===== src/rtl/wb_arbiter_2_pkg.sv =====
`default_nettype none
// +------------------------------------------------------------------+
// | wb_arbiter_2_pkg : shared types for the two-master WB arbiter     |
// | Rev 1.0                                                           |
// +------------------------------------------------------------------+
package wb_arbiter_2_pkg;

    typedef enum logic [1:0] {
        IDLE = 2'd0,
        OWN0 = 2'd1,
        OWN1 = 2'd2
    } wb_own_e;

    function automatic logic [1:0] grant_of(input wb_own_e own);
        return {own == OWN1, own == OWN0};
    endfunction

endpackage
`default_nettype wire


===== src/rtl/wb_watchdog.sv =====
`default_nettype none
// +------------------------------------------------------------------+
// | wb_watchdog : bus-timeout counter with post-timeout stb blocking  |
// | Rev 1.0                                                           |
// +------------------------------------------------------------------+
module wb_watchdog #(
    parameter int TIMEOUT = 1024
) (
    input  logic clk,
    input  logic rst,
    input  logic enable,
    input  logic restart,
    input  logic stb,
    input  logic ack,
    input  logic err,
    output logic blocked,
    output logic fire
);
    localparam int               CW    = (TIMEOUT > 0) ? $clog2(TIMEOUT + 1) : 1;
    localparam logic [CW-1:0]    LIMIT = (TIMEOUT > 0) ? CW'(TIMEOUT - 1) : '0;
    localparam logic             ARMED = (TIMEOUT > 0);

    logic [CW-1:0] count;
    logic          live;

    // A strobe masked by a previous timeout must not age the counter.
    assign live = stb & ~blocked;
    assign fire = ARMED & enable & live & ~ack & ~err & (count == LIMIT);

    always_ff @(posedge clk) begin
        if (rst || !enable || restart || !live || ack || err || fire) begin
            count <= '0;
        end else if (count != '1) begin
            count <= count + CW'(1);
        end
    end

    // Held until the owner drops stb so a late slave ack cannot be seen twice.
    always_ff @(posedge clk) begin
        if (rst || !enable || restart) begin
            blocked <= 1'b0;
        end else if (fire) begin
            blocked <= 1'b1;
        end else if (!stb) begin
            blocked <= 1'b0;
        end
    end

endmodule
`default_nettype wire


===== src/rtl/wb_arbiter_2.sv =====
`default_nettype none
// +------------------------------------------------------------------+
// | wb_arbiter_2 : 2-master / 1-slave Wishbone classic round-robin    |
// | arbiter with cyc-locked ownership and bus watchdog.  Rev 1.0      |
// +------------------------------------------------------------------+
module wb_arbiter_2
    import wb_arbiter_2_pkg::*;
#(
    parameter int ADDR_WIDTH = 32,
    parameter int DATA_WIDTH = 32,
    parameter int SEL_WIDTH  = DATA_WIDTH / 8,
    parameter int TIMEOUT    = 1024
) (
    input  logic                  clk_i,
    input  logic                  rst_i,
    input  logic                  m0_cyc_i,
    input  logic                  m0_stb_i,
    input  logic                  m0_we_i,
    input  logic [ADDR_WIDTH-1:0] m0_adr_i,
    input  logic [DATA_WIDTH-1:0] m0_dat_i,
    input  logic [SEL_WIDTH-1:0]  m0_sel_i,
    output logic [DATA_WIDTH-1:0] m0_dat_o,
    output logic                  m0_ack_o,
    output logic                  m0_err_o,
    input  logic                  m1_cyc_i,
    input  logic                  m1_stb_i,
    input  logic                  m1_we_i,
    input  logic [ADDR_WIDTH-1:0] m1_adr_i,
    input  logic [DATA_WIDTH-1:0] m1_dat_i,
    input  logic [SEL_WIDTH-1:0]  m1_sel_i,
    output logic [DATA_WIDTH-1:0] m1_dat_o,
    output logic                  m1_ack_o,
    output logic                  m1_err_o,
    output logic                  s_cyc_o,
    output logic                  s_stb_o,
    output logic                  s_we_o,
    output logic [ADDR_WIDTH-1:0] s_adr_o,
    output logic [DATA_WIDTH-1:0] s_dat_o,
    output logic [SEL_WIDTH-1:0]  s_sel_o,
    input  logic [DATA_WIDTH-1:0] s_dat_i,
    input  logic                  s_ack_i,
    input  logic                  s_err_i,
    output logic [1:0]            grant_o,
    output logic                  timeout_o
);
    wb_own_e state;
    wb_own_e state_next;
    logic    last;
    logic    last_next;
    logic    own_cyc;
    logic    own_stb;
    logic    blocked;
    logic    fire;
    logic    resp_ack;
    logic    resp_err;

    always_ff @(posedge clk_i) begin
        if (rst_i) begin
            state <= IDLE;
            last  <= 1'b1;
        end else begin
            state <= state_next;
            last  <= last_next;
        end
    end

    always_comb begin
        state_next = state;
        last_next  = last;
        unique case (state)
            IDLE: begin
                if (m0_cyc_i && m1_cyc_i) begin
                    state_next = last ? OWN0 : OWN1;
                end else if (m0_cyc_i) begin
                    state_next = OWN0;
                end else if (m1_cyc_i) begin
                    state_next = OWN1;
                end
            end
            OWN0: begin
                if (!m0_cyc_i) begin
                    last_next  = 1'b0;
                    state_next = m1_cyc_i ? OWN1 : IDLE;
                end
            end
            OWN1: begin
                if (!m1_cyc_i) begin
                    last_next  = 1'b1;
                    state_next = m0_cyc_i ? OWN0 : IDLE;
                end
            end
            default: state_next = IDLE;
        endcase
    end

    wb_watchdog #(
        .TIMEOUT (TIMEOUT)
    ) u_watchdog (
        .clk     (clk_i),
        .rst     (rst_i),
        .enable  (state != IDLE),
        .restart (state_next != state),
        .stb     (own_stb),
        .ack     (s_ack_i),
        .err     (s_err_i),
        .blocked (blocked),
        .fire    (fire)
    );

    always_comb begin
        own_cyc = 1'b0;
        own_stb = 1'b0;
        s_we_o  = 1'b0;
        s_adr_o = m0_adr_i;
        s_dat_o = m0_dat_i;
        s_sel_o = m0_sel_i;
        if (state == OWN0) begin
            own_cyc = m0_cyc_i;
            own_stb = m0_stb_i;
            s_we_o  = m0_we_i & ~rst_i;
        end else if (state == OWN1) begin
            own_cyc = m1_cyc_i;
            own_stb = m1_stb_i;
            s_we_o  = m1_we_i & ~rst_i;
            s_adr_o = m1_adr_i;
            s_dat_o = m1_dat_i;
            s_sel_o = m1_sel_i;
        end
    end

    // Slave responses are hidden while blocked and while reset is asserted.
    assign s_cyc_o   = own_cyc & ~rst_i;
    assign s_stb_o   = own_stb & ~blocked & ~fire & ~rst_i;
    assign resp_ack  = s_ack_i & ~blocked & ~rst_i;
    assign resp_err  = ((s_err_i & ~blocked) | fire) & ~rst_i;
    assign timeout_o = fire & ~rst_i;

    assign m0_ack_o  = resp_ack & (state == OWN0);
    assign m0_err_o  = resp_err & (state == OWN0);
    assign m1_ack_o  = resp_ack & (state == OWN1);
    assign m1_err_o  = resp_err & (state == OWN1);
    assign m0_dat_o  = s_dat_i;
    assign m1_dat_o  = s_dat_i;
    assign grant_o   = grant_of(state);

endmodule
`default_nettype wire


===== config.mk =====
export PLATFORM = sky130hd
export DESIGN_NAME = wb_arbiter_2
export DESIGN_NICKNAME = d
export VERILOG_FILES = /design/src/rtl/wb_arbiter_2_pkg.sv /design/src/rtl/wb_watchdog.sv /design/src/rtl/wb_arbiter_2.sv
export SDC_FILE = /design/constraint.sdc
export NUM_CORES = 1
export LEC_CHECK = 0
export ABC_CLOCK_PERIOD_IN_PS = 1500
export CORE_AREA = 2 2 123 125
export DETAILED_ROUTE_END_ITERATION = 7
export DIE_AREA = 0 0 125 127
export PLACE_DENSITY_LB_ADDON = 0.1
export SYNTH_ARGS = -nofsm -noshare
export SYNTH_HDL_FRONTEND = slang
export SYNTH_SLANG_ARGS = --single-unit

===== constraint.sdc =====
create_clock -name clk_i -period 1.5 [get_ports clk_i]
set_clock_uncertainty 0.15 [all_clocks]
set_input_delay 0.15 -clock clk_i [delete_from_list [all_inputs] [get_ports clk_i]]
set_output_delay 0.15 -clock clk_i [all_outputs]
set_load 0.005 [all_outputs]

==> impl_table.tex, run 1 <==
\begin{tabular}{lr}
\hline
Metric & Value \\
\hline
\multicolumn{2}{l}{\textbf{Power}} \\
\quad Sequential share of power & 0.161 \\
\quad P\_leak & 2.84 nW \\
\quad Maximum VDD drop & 0.390 mV \\
\quad Combinational share of power & 0.630 \\
\quad Power density cells & 420 nW/µm² \\
\quad Switching component of the power & 0.807 mW \\
\quad Share of power burned in the clock network & 0.208 \\
\quad Switch share & 0.318 \\
\quad Cell internal pwr & 1.73 mW \\
\multicolumn{2}{l}{\textbf{Timing}} \\
\quad Worst-Margin Slew & 0.305 ns \\
\quad Worst setup margin & -0.636 ns \\
\quad Peak clock frequency supported by timing & 0.468 GHz \\
\quad Setup repair after global routing missed its margin & yes \\
\quad Setup violators final & 93 \\
\quad Number of pins exceeding their max-slew limit in the final report & 0 \\
\quad Min Clock Period, post-route & 2.14 ns \\
\quad Final hold violation count & 0 \\
\quad Share of the clock period used by the worst path after layout & 1.42 \\
\quad Tightest slew margin relative to the limit & 0.796 \\
\multicolumn{2}{l}{\textbf{Layout}} \\
\quad Layout net count & 817 \\
\quad Final core occ & 0.419 \\
\quad Layout Cells excl Fill & 821 \\
\quad Layout overhead on the synthesized area & 172\% \\
\quad Layout Cell Area excl Fill & 6040 µm² \\
\quad Fraction of layout cells with a size suffix above 1 & 0.560 \\
\quad ANT cells & 0 \\
\multicolumn{2}{l}{\textbf{Placement}} \\
\quad Dpl hpwl & 11.7 mm \\
\quad Count of buffers from port buffering & 223 \\
\quad Placed Instances & 745 \\
\quad Post-detailed-placement cell area & 4480 µm² \\
\quad GP Congestion & 0.910 \\
\multicolumn{2}{l}{\textbf{Yosys}} \\
\quad Share of synthesized flip-flops with an asynchronous set or reset & 0 \\
\quad Cell area after synthesis & 2220 µm² \\
\quad Post-synthesis sequential element count & 15 \\
\quad Fraction of synthesized cell area taken by the top area cell type & 0.356 \\
\quad Cell with the most instances after synthesis & sky130\_fd\_sc\_hd\_\_nand2\_1 \\
\quad Commonest cells in the netlist & sky130\_fd\_sc\_hd\_\_nand2\_1, sky130\_fd\_sc\_hd\_\_buf\_4, sky130\_fd\_sc\_hd\_\_dfxtp\_1 \\
\quad Synthesized netlist net count & 562 \\
\quad Mean instance size in the synthesized netlist & 5.79 µm² \\
\quad Synthesized instance count & 383 \\
\quad Number of distinct library cells after synthesis & 41 \\
\quad Cells taking the most area after synthesis & sky130\_fd\_sc\_hd\_\_nand2\_1, sky130\_fd\_sc\_hd\_\_buf\_4, sky130\_fd\_sc\_hd\_\_dfxtp\_1 \\
\quad Portion of the post-synthesis area used by sequential elements & 0.136 \\
\quad Number of synthesis warnings & 0 \\
\quad Cell type with the highest aggregate area in the netlist & sky130\_fd\_sc\_hd\_\_nand2\_1 \\
\quad Count of flip-flops with a built-in enable after synthesis & 0 \\
\quad Most used flip-flop cell after synthesis & sky130\_fd\_sc\_hd\_\_dfxtp\_1 \\
\multicolumn{2}{l}{\textbf{Global routing}} \\
\quad Via count of the first global-routing pass & 3470 \\
\quad Wire length of the first global-routing pass & 21.7 mm \\
\quad Residual overflow from global routing & 0 \\
\quad Pin count of the biggest net entering global routing & 20 \\
\quad Global-route usage over all layers & 0.179 \\
\quad Initial antenna violation count & 0 \\
\multicolumn{2}{l}{\textbf{Worst setup path}} \\
\quad Critical setup path kind & reg -> out \\
\quad Worst path cell trace & buf\_6, nand3b\_4, a2111oi\_4, nand2\_2, buf\_6, a211oi\_2, buf\_4 \\
\quad Highest cell delay on the worst timing path & 0.38 ns \\
\quad Most frequent cell on the critical path & sky130\_fd\_sc\_hd\_\_buf\_6 \\
\quad Crit start category & register \\
\quad Cell with the biggest individual delay on the critical path & sky130\_fd\_sc\_hd\_\_a2111oi\_4 \\
\quad Worst endpoint data arrival time & 1.84 ns \\
\quad Max FO, Critical Path & 4 \\
\quad Crit path required time & 1.20 ns \\
\quad Critical path buffers and inverters & 3 \\
\quad Kind of cell adding the most delay to the critical path & compound AO/OA/AOI/OAI gates \\
\quad Kind of capture point of the worst setup path & primary output \\
\multicolumn{2}{l}{\textbf{Clocking}} \\
\quad Buffer type at the clock tree root & sky130\_fd\_sc\_hd\_\_clkbuf\_16 \\
\quad Max Root-Sink Buffers & 2 \\
\quad Clock tree from TritonCTS & yes \\
\quad Clk\_lat worst skew & 0.25 ns \\
\quad Sink Count & 15 \\
\quad Clock-pin slew on the worst setup and hold paths & 0.05 ns \\
\quad Htree depth & 1 \\
\quad Cts bufs inserted & 3 \\
\multicolumn{2}{l}{\textbf{Run status}} \\
\quad Violated checks & setup timing \\
\quad Result of the run & complete, but fails checks \\
\multicolumn{2}{l}{\textbf{Route}} \\
\quad Number of routed nets with antenna violations & 0 \\
\quad Detailed Routing Iterations Pass 1 & 4 \\
\quad Via total after detailed routing & 3444 \\
\quad Post-detailed-route via-to-cell ratio & 4.19 \\
\quad Initial detailed-routing violation count & 145 \\
\quad Number of remaining DRC errors & 0 \\
\quad Routed len/inst & 19.0 µm \\
\quad Total Wirelength & 15.6 mm \\
\multicolumn{2}{l}{\textbf{Die}} \\
\quad Die width & 125 µm \\
\quad Total I/O pin count & 320 \\
\quad Height of the chip & 127 µm \\
\quad Initial Util & 0.154 \\
\quad Die ar. & 15900 µm² \\
\quad Placeable core area & 14400 µm² \\
\quad Number of core rows & 44 \\
\multicolumn{2}{l}{\textbf{Hold path}} \\
\quad Class of the tightest hold or removal check & in -> out \\
\multicolumn{2}{l}{\textbf{Flow run}} \\
\quad Number of maximum-capacitance violations & 0 \\
\hline
\end{tabular}
state kept, by name, indices dropped and copies added (netlist names):
| name | cells |
|---|---|
| state | 2 |
| u_watchdog.count | 11 |
| last | 1 |
| u_watchdog.blocked | 1 |
timing repair:
item,CTS,global route
setup buffers,48,26
endpoints found under the setup margin,90,91
endpoints found under the hold margin,0,0
hold buffers,0,0
resized for setup,447,198
pin swaps,34,96
gates cloned,5,2
cells by family after synthesis:
kind of cell / after synthesis / share of synthesized area
fa+ha+maj: 1 / 0.00565
buf+inv: 88 / 0.270
mux: 2 / 0.00903
flops: 15 / 0.136
simple gates: 252 / 0.482
xor+xnor: 1 / 0.00395
compound gates: 24 / 0.0932
power by group through the flow:
stage | logic [mW] | registers (mW) | clock network (mW)
floorplan | 0.431 | 0.416 | 0
global placement | 1.17 | 0.420 | 0
detailed placement | 1.16 | 0.421 | 0
CTS | 1.32 | 0.408 | 0.546
global route | 1.70 | 0.410 | 0.566
finish | 1.60 | 0.410 | 0.529
worst reg2reg max path: stages, from the launching register on:
cell,delay [ns]
sky130_fd_sc_hd__dfxtp_4,0.34
sky130_fd_sc_hd__buf_6,0.12
sky130_fd_sc_hd__buf_4,0.12
sky130_fd_sc_hd__buf_6,0.11
sky130_fd_sc_hd__buf_6,0.11
sky130_fd_sc_hd__nand3b_1,0.16
sky130_fd_sc_hd__a21oi_2,0.13
sky130_fd_sc_hd__buf_4,0.14
sky130_fd_sc_hd__buf_6,0.09
sky130_fd_sc_hd__nand3b_2,0.10
sky130_fd_sc_hd__buf_12,0.17
sky130_fd_sc_hd__nor3_4,0.16
layout by cell type, fill, tap and decap left out, drive strengths merged, types with 2 or more instances in the layout:
cell type | synthesis | layout
a31oi | 3 | 3
nand3 | 3 | 3
a21oi | 5 | 5
nor3 | 3 | 3
buf | 76 | 186
and4 | 3 | 3
nand2 | 210 | 210
clkdlybuf4s50 | 0 | 145
nand4 | 4 | 4
inv | 4 | 4
clkbuf | 8 | 6
and3 | 3 | 3
dfxtp | 15 | 15
mux2i | 2 | 2
nand3b | 5 | 5
a211oi | 8 | 8
or2b | 2 | 2
nor2 | 13 | 13
metal layers:
layer | up-vias | global-route usage | wire (µm)
met3 | 16 | 0.0800 | 1680
met4 | 0 | 0.0216 | 223
li1 | 1658 | - | -
met2 | 200 | 0.258 | 6660
met5 | - | 0 | 0
met1 | 1570 | 0.253 | 7020
worst paths after layout:
check                                         from                          endpoint  slack (ns)  cells after the start
setup / recovery               state[1]$_SDFF_PP0_                          m0_err_o       -0.64                      7
setup reg to reg               state[1]$_SDFF_PP0_  u_watchdog.count[5]$_SDFFE_PP0P_       -0.46                     11
hold reg to reg   u_watchdog.count[8]$_SDFFE_PP0P_  u_watchdog.count[8]$_SDFFE_PP0P_        0.42                      2
hold / removal                         s_dat_i[30]                      m0_dat_o[30]        0.15                      0
area by class of cell:
cell class                 instances  area (µm²)
clock buffer                       3        75.1
clock inverter                     1        5.00
fill                            1478        8390
inverter                           4        22.5
multi-input combinational        280        2010
sequential                        15         310
tap                              184         230
timing repair buffer             334        3390
stage by stage:
step	TNS, ns	hold WS, ns	power [mW]	setup slack (ns)
global placement	-46.46	0.150	1.59	-0.944
detailed placement	-47.93	0.150	1.59	-0.969
floorplan	-0.799	0.132	0.846	-0.0871
finish	-40.36	0.150	2.54	-0.636
CTS	-35.82	0.150	2.28	-0.670
global route	-46.34	0.150	2.68	-0.726
(Power assumes the default switching activity.)
==> inputs of run 2 (changes only) <==
ABC_AREA = 0   (was unset)
CORE_AREA = 2 2 124 126   (was 2 2 123 125)
DIE_AREA = 0 0 126 128   (was 0 0 125 127)
DONT_BUFFER_PORTS = 1   (was unset)
SKIP_LAST_GASP = 1   (was unset)
==> run 2 against run 1 <==
Effect of this change: the flow still finishes with violations (setup timing); sequential cell count unchanged; worst hold slack got worse by 0.13 ns; clock power increased by 1%; count of clock-buffer cells in the layout grew 1; combinational power decreased by 41%; non-clock buffer count decreased by 269; critical path depth is 2 lower; critical path type unchanged; largest power group unchanged; highest routed layer unchanged.
==> impl_table.tex, run 2 (same netlist as run 1, synthesis figures left out) <==
\begin{tabular}{lr}
\hline
Metric & Value \\
\hline
\multicolumn{2}{l}{\textbf{Worst setup path}} \\
\quad Worst path cell trace & nand3b\_4, a2111oi\_4, nand2\_2, buf\_4, nor2\_2 (was buf\_6, nand3b\_4, a2111oi\_4, nand2\_2, buf\_6, a211oi\_2, buf\_4) \\
\quad Critical setup path kind & reg -> out (unchanged) \\
\quad Max FO, Critical Path & 6 (was 4) \\
\quad Cell with the biggest individual delay on the critical path & sky130\_fd\_sc\_hd\_\_a2111oi\_4 (unchanged) \\
\quad Crit start category & register (unchanged) \\
\quad Kind of capture point of the worst setup path & primary output (unchanged) \\
\quad Highest cell delay on the worst timing path & 0.38 ns (about the same) \\
\quad Critical path buffers and inverters & 1 (was 3) \\
\quad Crit path required time & 1.20 ns (about the same) \\
\quad Worst endpoint data arrival time & 1.56 ns (was 1.84 ns) \\
\quad Kind of cell adding the most delay to the critical path & simple AND/OR/NAND/NOR gates (was compound AO/OA/AOI/OAI gates) \\
\multicolumn{2}{l}{\textbf{Route}} \\
\quad Routed len/inst & 24.0 µm (was 19.0 µm) \\
\quad Total Wirelength & 13.4 mm (was 15.6 mm) \\
\quad Detailed Routing Iterations Pass 1 & 4 (unchanged) \\
\quad Post-detailed-route via-to-cell ratio & 4.43 (was 4.19) \\
\quad Number of routed nets with antenna violations & 0 (unchanged) \\
\quad Number of remaining DRC errors & 0 (unchanged) \\
\quad Initial detailed-routing violation count & 69 (was 145) \\
\quad Via total after detailed routing & 2474 (was 3444) \\
\multicolumn{2}{l}{\textbf{Power}} \\
\quad Overall power of the completed layout & 1.90 mW (was 2.54 mW) \\
\quad P\_leak & 2.00 nW (was 2.84 nW) \\
\quad Power density cells & 456 nW/µm² (was 420 nW/µm²) \\
\quad Maximum VDD drop & 0.278 mV (was 0.390 mV) \\
\multicolumn{2}{l}{\textbf{Global routing}} \\
\quad Residual overflow from global routing & 0 (unchanged) \\
\quad Pin count of the biggest net entering global routing & 19 (was 20) \\
\quad Wire length of the first global-routing pass & 17.4 mm (was 21.7 mm) \\
\quad Via count of the first global-routing pass & 2410 (was 3470) \\
\quad Global-route usage over all layers & 0.149 (was 0.179) \\
\quad Initial antenna violation count & 1 (was 0) \\
\multicolumn{2}{l}{\textbf{Layout}} \\
\quad Multi-input logic area & 2510 µm² (was 2010 µm²) \\
\quad Fraction of layout cells with a size suffix above 1 & 0.756 (was 0.560) \\
\quad Commonest non-fill, non-tap cell in the layout & sky130\_fd\_sc\_hd\_\_nand2\_4 (was sky130\_fd\_sc\_hd\_\_clkdlybuf4s50\_1) \\
\quad Register bank with the most flops & u\_watchdog.count (unchanged) \\
\quad Commonest cells after routing, fill and taps aside & sky130\_fd\_sc\_hd\_\_nand2\_4, sky130\_fd\_sc\_hd\_\_nand2\_2, sky130\_fd\_sc\_hd\_\_buf\_4, sky130\_fd\_sc\_hd\_\_nand2\_1, sky130\_fd\_sc\_hd\_\_buf\_12 (was sky130\_fd\_sc\_hd\_\_clkdlybuf4s50\_1, sky130\_fd\_sc\_hd\_\_nand2\_1, sky130\_fd\_sc\_hd\_\_buf\_6, sky130\_fd\_sc\_hd\_\_nand2\_2, sky130\_fd\_sc\_hd\_\_nand2\_4) \\
\quad Layout overhead on the synthesized area & 87.7\% (was 172\%) \\
\quad Layout Cells excl Fill & 558 (was 821) \\
\quad Leading registers by flop count & u\_watchdog.count x11, state x2 (unchanged) \\
\quad Layout net count & 549 (was 817) \\
\quad Number of flip-flops under the largest register name & 11 (unchanged) \\
\quad Register area & 310 µm² (unchanged) \\
\quad Fill cell count & 1564 (was 1478) \\
\quad Final core occ & 0.280 (was 0.419) \\
\multicolumn{2}{l}{\textbf{Timing}} \\
\quad Worst setup margin & -0.360 ns (was -0.636 ns) \\
\quad Final hold violation count & 0 (unchanged) \\
\quad Setup violators final & 87 (was 93) \\
\quad Share of the clock period used by the worst path after layout & 1.24 (was 1.42) \\
\quad Tightest slew margin relative to the limit & 0.810 (was 0.796) \\
\quad Number of pins exceeding their max-slew limit in the final report & 0 (unchanged) \\
\quad Setup repair after global routing missed its margin & yes (unchanged) \\
\quad Worst-Margin Slew & 0.284 ns (was 0.305 ns) \\
\quad Min Clock Period, post-route & 1.86 ns (was 2.14 ns) \\
\quad Peak clock frequency supported by timing & 0.538 GHz (was 0.468 GHz) \\
\multicolumn{2}{l}{\textbf{Clocking}} \\
\quad Htree depth & 1 (unchanged) \\
\quad Clk\_lat worst skew & 0.25 ns (about the same) \\
\quad Clock tree from TritonCTS & yes (unchanged) \\
\quad Cts bufs inserted & 3 (unchanged) \\
\quad Clock-pin slew on the worst setup and hold paths & 0.05 ns (about the same) \\
\quad Max Root-Sink Buffers & 2 (unchanged) \\
\quad Buffer type at the clock tree root & sky130\_fd\_sc\_hd\_\_clkbuf\_16 (unchanged) \\
\quad Sink Count & 15 (unchanged) \\
\multicolumn{2}{l}{\textbf{Run status}} \\
\quad Result of the run & complete, but fails checks (unchanged) \\
\quad Violated checks & setup timing (unchanged) \\
\multicolumn{2}{l}{\textbf{Die}} \\
\quad Placeable core area & 14900 µm² (was 14400 µm²) \\
\quad Number of core rows & 45 (was 44) \\
\quad Initial Util & 0.149 (was 0.154) \\
\quad Height of the chip & 128 µm (was 127 µm) \\
\quad Die width & 126 µm (was 125 µm) \\
\quad Total I/O pin count & 320 (unchanged) \\
\quad Die ar. & 16100 µm² (was 15900 µm²) \\
\multicolumn{2}{l}{\textbf{Placement}} \\
\quad Dpl hpwl & 9.26 mm (was 11.7 mm) \\
\quad Count of buffers from port buffering & 0 (was 223) \\
\quad GP Congestion & 0.763 (was 0.910) \\
\quad Placed Instances & 520 (was 745) \\
\multicolumn{2}{l}{\textbf{Flow run}} \\
\quad Number of maximum-capacitance violations & 0 (unchanged) \\
\multicolumn{2}{l}{\textbf{Hold path}} \\
\quad Class of the tightest hold or removal check & in -> reg (was in -> out) \\
\hline
\end{tabular}
==> run 2: worst paths after layout <==
| check | from | to | slack [ns] | depth (start not counted) |
|---|---|---|---|---|
| max | state[1]$_SDFF_PP0_ | timeout_o | -0.36 | 5 |
| min | s_err_i | u_watchdog.blocked$_SDFFE_PP0P_ | 0.02 | 3 |
| max reg2reg | state[1]$_SDFF_PP0_ | u_watchdog.count[6]$_SDFFE_PP0P_ | -0.23 | 6 |
| min reg2reg | u_watchdog.blocked$_SDFFE_PP0P_ | u_watchdog.blocked$_SDFFE_PP0P_ | 0.37 | 2 |
==> run 2: metal layers <==
layer,wire length (µm),track usage
met2,6780,0.247
met3,1200,0.0622
met1,5190,0.185
met5,0,0
met4,212,0.0271
==> run 2: repair_timing <==
item | CTS | global route
buffers inserted | 15 | 1
pin swaps | 68 | 114
endpoints found under the setup margin | 89 | 88
cloned | 16 | 3
resized for setup | 174 | 197
endpoints found under the hold margin | 3 | 0
hold buffers | 3 | 0
==> run 2: area by class of cell <==
type | instances | share of cell area
timing repair inverter | 1 | 0.00391
clock buffer | 4 | 0.0190
antenna | 1 | 0.000602
sequential | 15 | 0.0746
timing repair buffer | 65 | 0.233
multi-input combinational | 280 | 0.603
tap | 188 | 0.0566
inverter | 4 | 0.00993
==> run 2: metrics by stage <==
stage               TNS, ns  setup slack, ns  cell area [µm²]  hold WS [ns]
floorplan            -0.799          -0.0871             2280         0.132
global placement      -5.10           -0.201             2200        0.0790
detailed placement    -6.02           -0.221             2200        0.0800
CTS                  -26.11           -0.393             3470        0.0219
global route         -27.22           -0.436             4160        0.0220
finish               -22.44           -0.360             4160        0.0161
==> run 2: report_power, final <==
group | leakage (nW) | switching, mW | internal [mW]
clock | 0.0382 | 0.175 | 0.361
sequential | 0.124 | 0.00890 | 0.403
combinational | 1.83 | 0.507 | 0.443
==> run 2: worst min-delay path, stage by stage <==
cell	delay [ns]
sky130_fd_sc_hd__a2111oi_4	0.02
sky130_fd_sc_hd__nand2_2	0.10
sky130_fd_sc_hd__a21boi_0	0.09
